[src/rtl/des_sbox_engine.sv]
// des_sbox_engine: DES S1..S8 substitution time-multiplexed over LANES lookups per cycle, optional P permutation
module des_sbox_engine #(
   parameter int LANES = 8,
   parameter int APPLY_P = 1
) (
   input  logic        wClk,
   input  logic        wResetN,
   input  logic        wInValid,
   output logic        wInReady,
   input  logic [0:47] wInData,
   output logic        wOutValid,
   input  logic        wOutReady,
   output logic [0:31] wOutData,
   output logic        wBusy
);
   localparam int N = 8 / LANES;
   localparam int CW = N > 1 ? $clog2(N) : 1;
   if (LANES != 1 && LANES != 2 && LANES != 4 && LANES != 8) begin : g_bad_lanes
      $error("des_sbox_engine: LANES must be 1, 2, 4 or 8");
   end
   // each box is 64 nibbles, row-major: nibble index = {row, column}
   localparam logic [0:255] SBOX [8] = '{
      {64'hE4D12FB83A6C5907, 64'h0F74E2D1A6CB9538, 64'h41E8D62BFC973A50, 64'hFC8249175B3EA06D},
      {64'hF18E6B34972DC05A, 64'h3D47F28EC01A69B5, 64'h0E7BA4D158C6932F, 64'hD8A13F42B67C05E9},
      {64'hA09E63F51DC7B428, 64'hD709346A285ECBF1, 64'hD6498F30B12C5AE7, 64'h1AD069874FE3B52C},
      {64'h7DE3069A1285BC4F, 64'hD8B56F03472C1AE9, 64'hA690CB7DF13E5284, 64'h3F06A1D8945BC72E},
      {64'h2C417AB6853FD0E9, 64'hEB2C47D150FA3986, 64'h421BAD78F9C5630E, 64'hB8C71E2D6F09A453},
      {64'hC1AF92680D34E75B, 64'hAF427C9561DE0B38, 64'h9EF528C3704A1DB6, 64'h432C95FABE17608D},
      {64'h4B2EF08D3C975A61, 64'hD0B7491AE35C2F86, 64'h14BDC37EAF680592, 64'h6BD814A7950FE23C},
      {64'hD2846FB1A93E50C7, 64'h1FD8A374C56B0E92, 64'h7B419CE206ADF358, 64'h21E74A8DFC90356B}
   };
   localparam int P_TAB [32] = '{16, 7, 20, 21, 29, 12, 28, 17, 1, 15, 23, 26, 5, 18, 31, 10,
                                 2, 8, 24, 14, 32, 27, 3, 9, 19, 13, 30, 6, 22, 11, 4, 25};
   typedef enum logic [1:0] {IDLE, BUSY, DONE} state_t;
   state_t state, state_nxt;
   logic [0:47] opnd;
   logic [0:31] acc, perm;
   logic [CW-1:0] cnt;
   logic [2:0] grp [LANES];
   logic [3:0] nib [LANES];
   logic accept, last;

   function automatic logic [3:0] lookup(input logic [2:0] box, input logic [0:5] b);
      return SBOX[box][{b[0], b[5], b[1:4], 2'b00} +: 4];
   endfunction

   always_comb begin
      for (int l = 0; l < LANES; l++) begin
         grp[l] = 3'(int'(cnt) * LANES + l);
         nib[l] = lookup(grp[l], opnd[6 * grp[l] +: 6]);
      end
   end

   always_comb begin
      for (int i = 0; i < 32; i++) perm[i] = acc[P_TAB[i] - 1];
   end

   assign last = cnt == CW'(N - 1);
   assign wInReady = state == IDLE || (state == DONE && wOutReady);
   assign accept = wInValid && wInReady;
   assign wOutValid = state == DONE;
   assign wBusy = state == BUSY;
   assign wOutData = wOutValid ? (APPLY_P != 0 ? perm : acc) : '0;

   always_comb begin
      state_nxt = state;
      case (state)
         IDLE: state_nxt = accept ? BUSY : IDLE;
         BUSY: state_nxt = last ? DONE : BUSY;
         DONE: state_nxt = wOutReady ? (wInValid ? BUSY : IDLE) : DONE;
         default: state_nxt = IDLE;
      endcase
   end

   always_ff @(posedge wClk or negedge wResetN) begin
      if (!wResetN) begin
         state <= IDLE;
         opnd <= '0;
         acc <= '0;
         cnt <= '0;
      end else begin
         state <= state_nxt;
         if (accept) begin
            opnd <= wInData;
            cnt <= '0;
         end else if (state == BUSY) begin
            for (int l = 0; l < LANES; l++) acc[4 * grp[l] +: 4] <= nib[l];
            cnt <= cnt + CW'(1);
         end
      end
   end
endmodule
[config.mk]
export PLATFORM = sky130hd
export DESIGN_NAME = des_sbox_engine
export DESIGN_NICKNAME = d
export VERILOG_FILES = /design/src/rtl/des_sbox_engine.sv
export SDC_FILE = /design/constraint.sdc
export NUM_CORES = 1
export LEC_CHECK = 0
export CAP_MARGIN = 10
export CORE_MARGIN = 1.5
export CORE_UTILIZATION = 35
export CTS_CLUSTER_SIZE = 20
export DETAILED_ROUTE_END_ITERATION = 8
export SLEW_MARGIN = 20
export SYNTH_ARGS = -nofsm -noshare
export SYNTH_HDL_FRONTEND = slang
export SYNTH_SLANG_ARGS = --single-unit
[constraint.sdc]
create_clock -name wClk -period 2.9 [get_ports wClk]
set_input_delay 0.29 -clock wClk [delete_from_list [all_inputs] [get_ports wClk]]
set_output_delay 0.29 -clock wClk [all_outputs]
set_load 0.02 [all_outputs]
* Yosys cells after proc, flatten, opt, wreduce, memory -nomap -nowiden
Memories as Yosys holds them, arrays and structs flattened.
Index checks and enable logic that the tools add are counted.
** Word-level totals
- Memories :: 7
- Bits in read-only memories :: 14336
- Logic and storage cells :: 136
- Input port bits :: 52
- Bits in registers :: 83
- Output and inout bits :: 35
** Cells by class
- $mul :: 7
- Eq/ne operators :: 2
- Add/subtract/negate cells :: 15
- Reduce and logical (&&, ||, !) cells :: 6
- Order comparisons :: 7
- Shift-type cells :: 29
- Bitwise logic cells :: 30
- Multiplexer cells :: 29
** Memories
- (no name shown) :: words 8, bits a word 256, read ports 1, clocked after Yosys merged registers in 0, write ports 0, line 44 : return SBOX[box][{b[0], b[5], b[1:4], 2'b00} +: 4];
- (no name shown) :: words 8, bits a word 256, read ports 1, clocked after Yosys merged registers in 0, write ports 0, line 44
- (no name shown) :: words 8, bits a word 256, read ports 1, clocked after Yosys merged registers in 0, write ports 0, line 44
- (no name shown) :: words 8, bits a word 256, read ports 1, clocked after Yosys merged registers in 0, write ports 0, line 44
- (no name shown) :: words 8, bits a word 256, read ports 1, clocked after Yosys merged registers in 0, write ports 0, line 44
- (no name shown) :: words 8, bits a word 256, read ports 1, clocked after Yosys merged registers in 0, write ports 0, line 44
- 1 more memories
** Operator list (count)
- $mux W256 :: 14
- $shiftx A256 B9 Y257 :: 7
- $shiftx A48 B33 Y49 :: 7
- $shiftx A256 B9 Y257 const A :: 1
- $neg A33 Y34 :: 7
- $shift A33 B34 Y32 const A :: 7
- $shiftx A33 B34 Y32 :: 7
- $not A5 Y33 :: 7
- $bwmux W32 :: 7
- $not A6 Y33 :: 6
- $not A8 Y9 :: 8
- $not A4 Y33 :: 1
- $mux W32 :: 1
- $mul A2 B3 Y5 const A :: 6
- $ge A4 B4 Y1 const B :: 7
- $not A3 Y4 :: 6
- $add A1 B2 Y3 const AB :: 3
- $add A1 B3 Y3 const AB :: 2
- $pmux W2 S3 :: 1
- $add A1 B1 Y2 const AB :: 2
- $mul A2 B2 Y4 const A :: 1
- $mux W1 :: 4
- $mux W2 :: 2
- $not A2 Y4 :: 1
- 9 further kinds :: 10

* Depth between registers and ports, before layout
- Depth in word-level cells :: 14
- Depth in mapped cells :: 9
- Mapped depth without buffers :: 7

* Worst setup path after synthesis
No wires, ideal clock.
- Path kind :: reg-to-reg
- Start :: register opnd[34] (netlist name)
- End :: register acc[20] (netlist name)
- Setup time :: 121 ps
- Data required time :: 2779 ps
- Cell stages (with the launch flop) :: 9
- Path slack :: 761 ps
- Clock period less this slack :: 2139 ps
- Arrival time :: 2018 ps
- Path buffers :: 2
- Cell sequence :: dfrtp_1 > buf_2 > inv_1 > ha_1 > buf_4 > xnor2_1 > a2111oi_0 > nor2_1 > a22o_1
** Between the ends
- Cells in the longest elaborated chain, start to end :: 11
- Elaborated cells on any way between the ends :: 35
- Classes of those cells :: 21 x shift; 7 x mux; 7 x bitwise
** RTL lines
- start: declaration :: line 36 : logic [0:47] opnd;
- start signal: assignment :: line 84 : opnd <= wInData;
- $shiftx A48 B33 Y49 :: line 50 : nib[l] = lookup(grp[l], opnd[6 * grp[l] +: 6]);
- $not A8 Y9 (not written as such) :: line 44
- $shiftx A256 B9 Y257 :: line 44
- $shiftx A33 B34 Y32 :: line 87 : for (int l = 0; l < LANES; l++) acc[4 * grp[l] +: 4] <= nib[l];
- $bwmux W32 (6 in a row) :: line 87
- $bwmux W32 * :: line 87
- end signal: assignment :: line 79 : acc <= '0;
- end: declaration :: line 37 : logic [0:31] acc, perm;
Mark *: on every way between the ends. The rest lies on a longest branch, timed or not.
A chain may end at the register's enable or synchronous reset.

* Worst setup path after layout
- Start :: register state[0]
- End :: output wOutData[14] (netlist name)
** Between the ends
- Cells in the longest elaborated chain, start to end :: 2
** RTL lines
- start: declaration :: line 35 : state_t state, state_nxt;
- start signal: assignment :: line 82 : state <= state_nxt;
- $eq A2 B2 Y1 :: line 61 : assign wOutValid = state == DONE;
- $mux W32 :: line 63 : assign wOutData = wOutValid ? (APPLY_P != 0 ? perm : acc) : '0;
- end: declaration :: line 13 : output logic [0:31] wOutData,
No other way between the ends.

==> impl_results.md <==
- Status: completed
- Vias in the first global route: 6,826
- Mapped Avg Cell Area: between 8 and 9 um^2
- Clock slew at reported path FFs: 0.07 ns
- Core ar.: 22,800 um^2
- First-pass GRT wire length: 35,100 um
- Min-delay worst type: input pin to async pin
- Port Buffers: 86
- WHS: 0.00502 ns
- GRT Residual Overflow: 0
- Worst ir drop on vdd: 591 uV
- Worst Setup EP: wOutData[14]
- Drt initial violations: 353
- # setup viols final: 0
- Post-synth top area share: approximately 25%
- Syn nets: 1,141
- Worst Setup End Kind: output pin
- Row count: 55
- Max-slew headroom: 32.6%
- H-Tree Depth: 3
- Hpwl dp: 14,200 um
- PwrDens: 1280 nW/um^2
- Vias: roughly 7,500
- TritonCTS clock tree: done
- Post-synth EDFFs: 0
- Setup TNS: 0 ns
- RSZ-0062 raised after global routing: false
- Async set or reset register ratio after synthesis: 100%
- CTS root buffer: clkbuf_16
- Synthesized area: 8230 um^2
- Slew Limit Fails: 0
- TritonCTS Buffers: 9
- Arrival time worst endpoint: 2.16 ns
- Worst Setup Path Type: register to output pin
- Reg-to-reg slack, setup: 0.46 ns
- R2r worst-path depth: 7
- Post-Layout Cell Count: 1,356
- DIE AREA: 24,500 um^2
- Height of the die: 156 um
- All-Layer GR Usage: 17.6%
- Routed wire per std cell: around 15 um
- F_max: 0.409 GHz
- Synth unique cells: 82
- Static Leakage: 3.75 nW
- Pin count of the biggest net entering global routing: 53
- Clk Latency, worst-skew pair: 0.34 ns
- Synth area leaders: dfrtp_1 (25%), ha_1 (9.6%), nand2_1 (4.6%), o21ai_0 (4.1%), nor2_1 (3.8%)
- Post-synthesis sequential area ratio: 25.2%
- CP startpoint: state[0]
- Drt first pass iters: 5
- Vias per inst: 5.50
- Setup Skew: 0.00913 ns
- GPL Wtd Cong: 0.848
- #FFs+latches synth: 83
- Final number of hold-violating endpoints: 0
- R2R Path Start: opnd[46]
- Layout cells sized above 1: under 10%
- CTS resizes: 0
- Syn Inst Count: 1,026
- Yosys Warn Count: 0
- Max cap viols: 0
- Residual DRC: 0
- CTS max path bufs: 2
- Setup crit start kind: register
- Critical Path Fanout Max: 27
- Ys flop type: dfrtp_1
- TritonCTS Sinks: 83
- Post-Route WL: 20,900 um
- Post-DRT Antenna Nets: 0
- Final net count: 1,153
- Critical path data required time: ~2.6 ns
- R2r endpoint: acc[29]
- Synth area leader: dfrtp_1
- Area grow syn2layout: 14.3%
- Fillers: 2,341
- Initial Util: 36.0%
- IO Pins: 87
- Antenna diodes: 0
- Hold-fix buffers, CTS: 0
- Die Wd: 156 um
- Min cycle time layout: 2.45 ns
- Placed Cells: 1,340
- Fin crit share: between 80% and 90%
- Worst slew pin tran: 1.01 ns
- Post-CTS Setup Inserts: 0
- Initial antenna violation count: 0
-- routing by layer --
layer	vias up	share of wire, %	global-route usage, %
met1	3526	48	24.6
li1	3725	-	-
met2	182	46	28.0
met3	21	4.6	2.99
met5	-	0	0
met4	0	1.2	4.58
-- area by class of cell --
class / count / area (um^2) / share of cell area (%)
multi-input combinational: 799 / 5430 / 57.7
sequential: 83 / 2080 / 22.1
timing repair buffer: 100 / 1000 / 10.6
tap: 313 / 392 / 4.16
clock buffer: 10 / 229 / 2.43
inverter: 45 / 169 / 1.79
clock inverter: 6 / 114 / 1.21
-- stage by stage --
step           power, W  cell area (um^2)  util (%)  setup WS (ns)
5_1_grt          0.0133              9420      41.2          0.156
6_report         0.0121              9420      41.2          0.454
3_3_place_gp     0.0107              9070      39.7          0.599
4_1_cts          0.0121              9420      41.2          0.417
3_5_place_dp     0.0107              9070      39.7          0.463
2_1_floorplan   0.00916              8230         -          0.761
-- where the power goes --
| group | internal (W) | switching [W] | total (W) | leakage (nW) |
|---|---|---|---|---|
| Combinational | 0.00345 | 0.00390 | 0.00735 | 2.60 |
| Sequential | 0.00172 | 0.00166 | 0.00339 | 0.988 |
| Clock | 0.000845 | 0.000513 | 0.00136 | 0.159 |
-- worst max-delay path, cell delays in order, from the launching register on --
cell and delay (ns):
dfrtp_1 0.41, nor2b_2 0.33, buf_12 0.23, and2_1 0.21, clkdlybuf4s50_1 0.62
-- cell usage in the layout, fill, tap and decap left out, drive strengths merged, types with 6 or more instances in the layout --
master	netlist	routed
mux4	7	7
a211o	9	9
nor2	83	83
nand3	18	18
a21oi	62	62
o21ai	73	73
mux2i	19	19
a311oi	7	7
clkdlybuf4s50	0	85
o311ai	7	7
inv	45	45
o31ai	6	6
dfrtp	83	83
a31oi	21	21
buf	72	15
a211oi	31	31
nor3	26	26
clkbuf	27	10
nor2b	21	21
nand3b	6	6
xor2	12	12
xnor2	12	12
a21o	7	7
o211ai	22	22
nand2	102	102
ha	63	63
and2	35	35
nand2b	26	26
mux2	21	21
o2111ai	7	7
a2111oi	13	13
o22ai	8	8
-- worst min-delay path by stage --
stage,from,endpoint,slack (ns),cells after the start
4_1_cts,wResetN,opnd[7],0.03,1
5_1_grt,wResetN,opnd[7],0.06,1
6_report,wResetN,opnd[7],0.005,1
3_5_place_dp,wResetN,opnd[7],0.41,1
3_3_place_gp,wResetN,opnd[7],0.40,1
2_1_floorplan,wResetN,acc[0],-0.006,0
-- logic make-up after synthesis --
logic type	synth area share (%)
simple gates	20.7
compound gates	26.0
buf+inv	8.87
flops	25.2
fa+ha+maj	9.57
mux	7.14
xor+xnor	2.55
-- Yosys cell counts, types with 18 or more instances --
cell type,count
nor3_1,25
mux2_2,20
nor2_1,83
nand2_1,102
nand3_1,18
mux2i_1,19
buf_2,49
nand2b_1,25
nor2b_1,21
a31oi_1,21
a211oi_1,30
and2_1,34
o21ai_0,68
clkbuf_1,25
dfrtp_1,83
inv_1,44
o211ai_1,22
ha_1,63
a21oi_1,62
-- state kept, by name, indices dropped and copies added, names as in the netlist --
register / flops
opnd: 48
acc: 32
state: 2
cnt: 1
No activity file was read; power rests on OpenSTA's default activity.
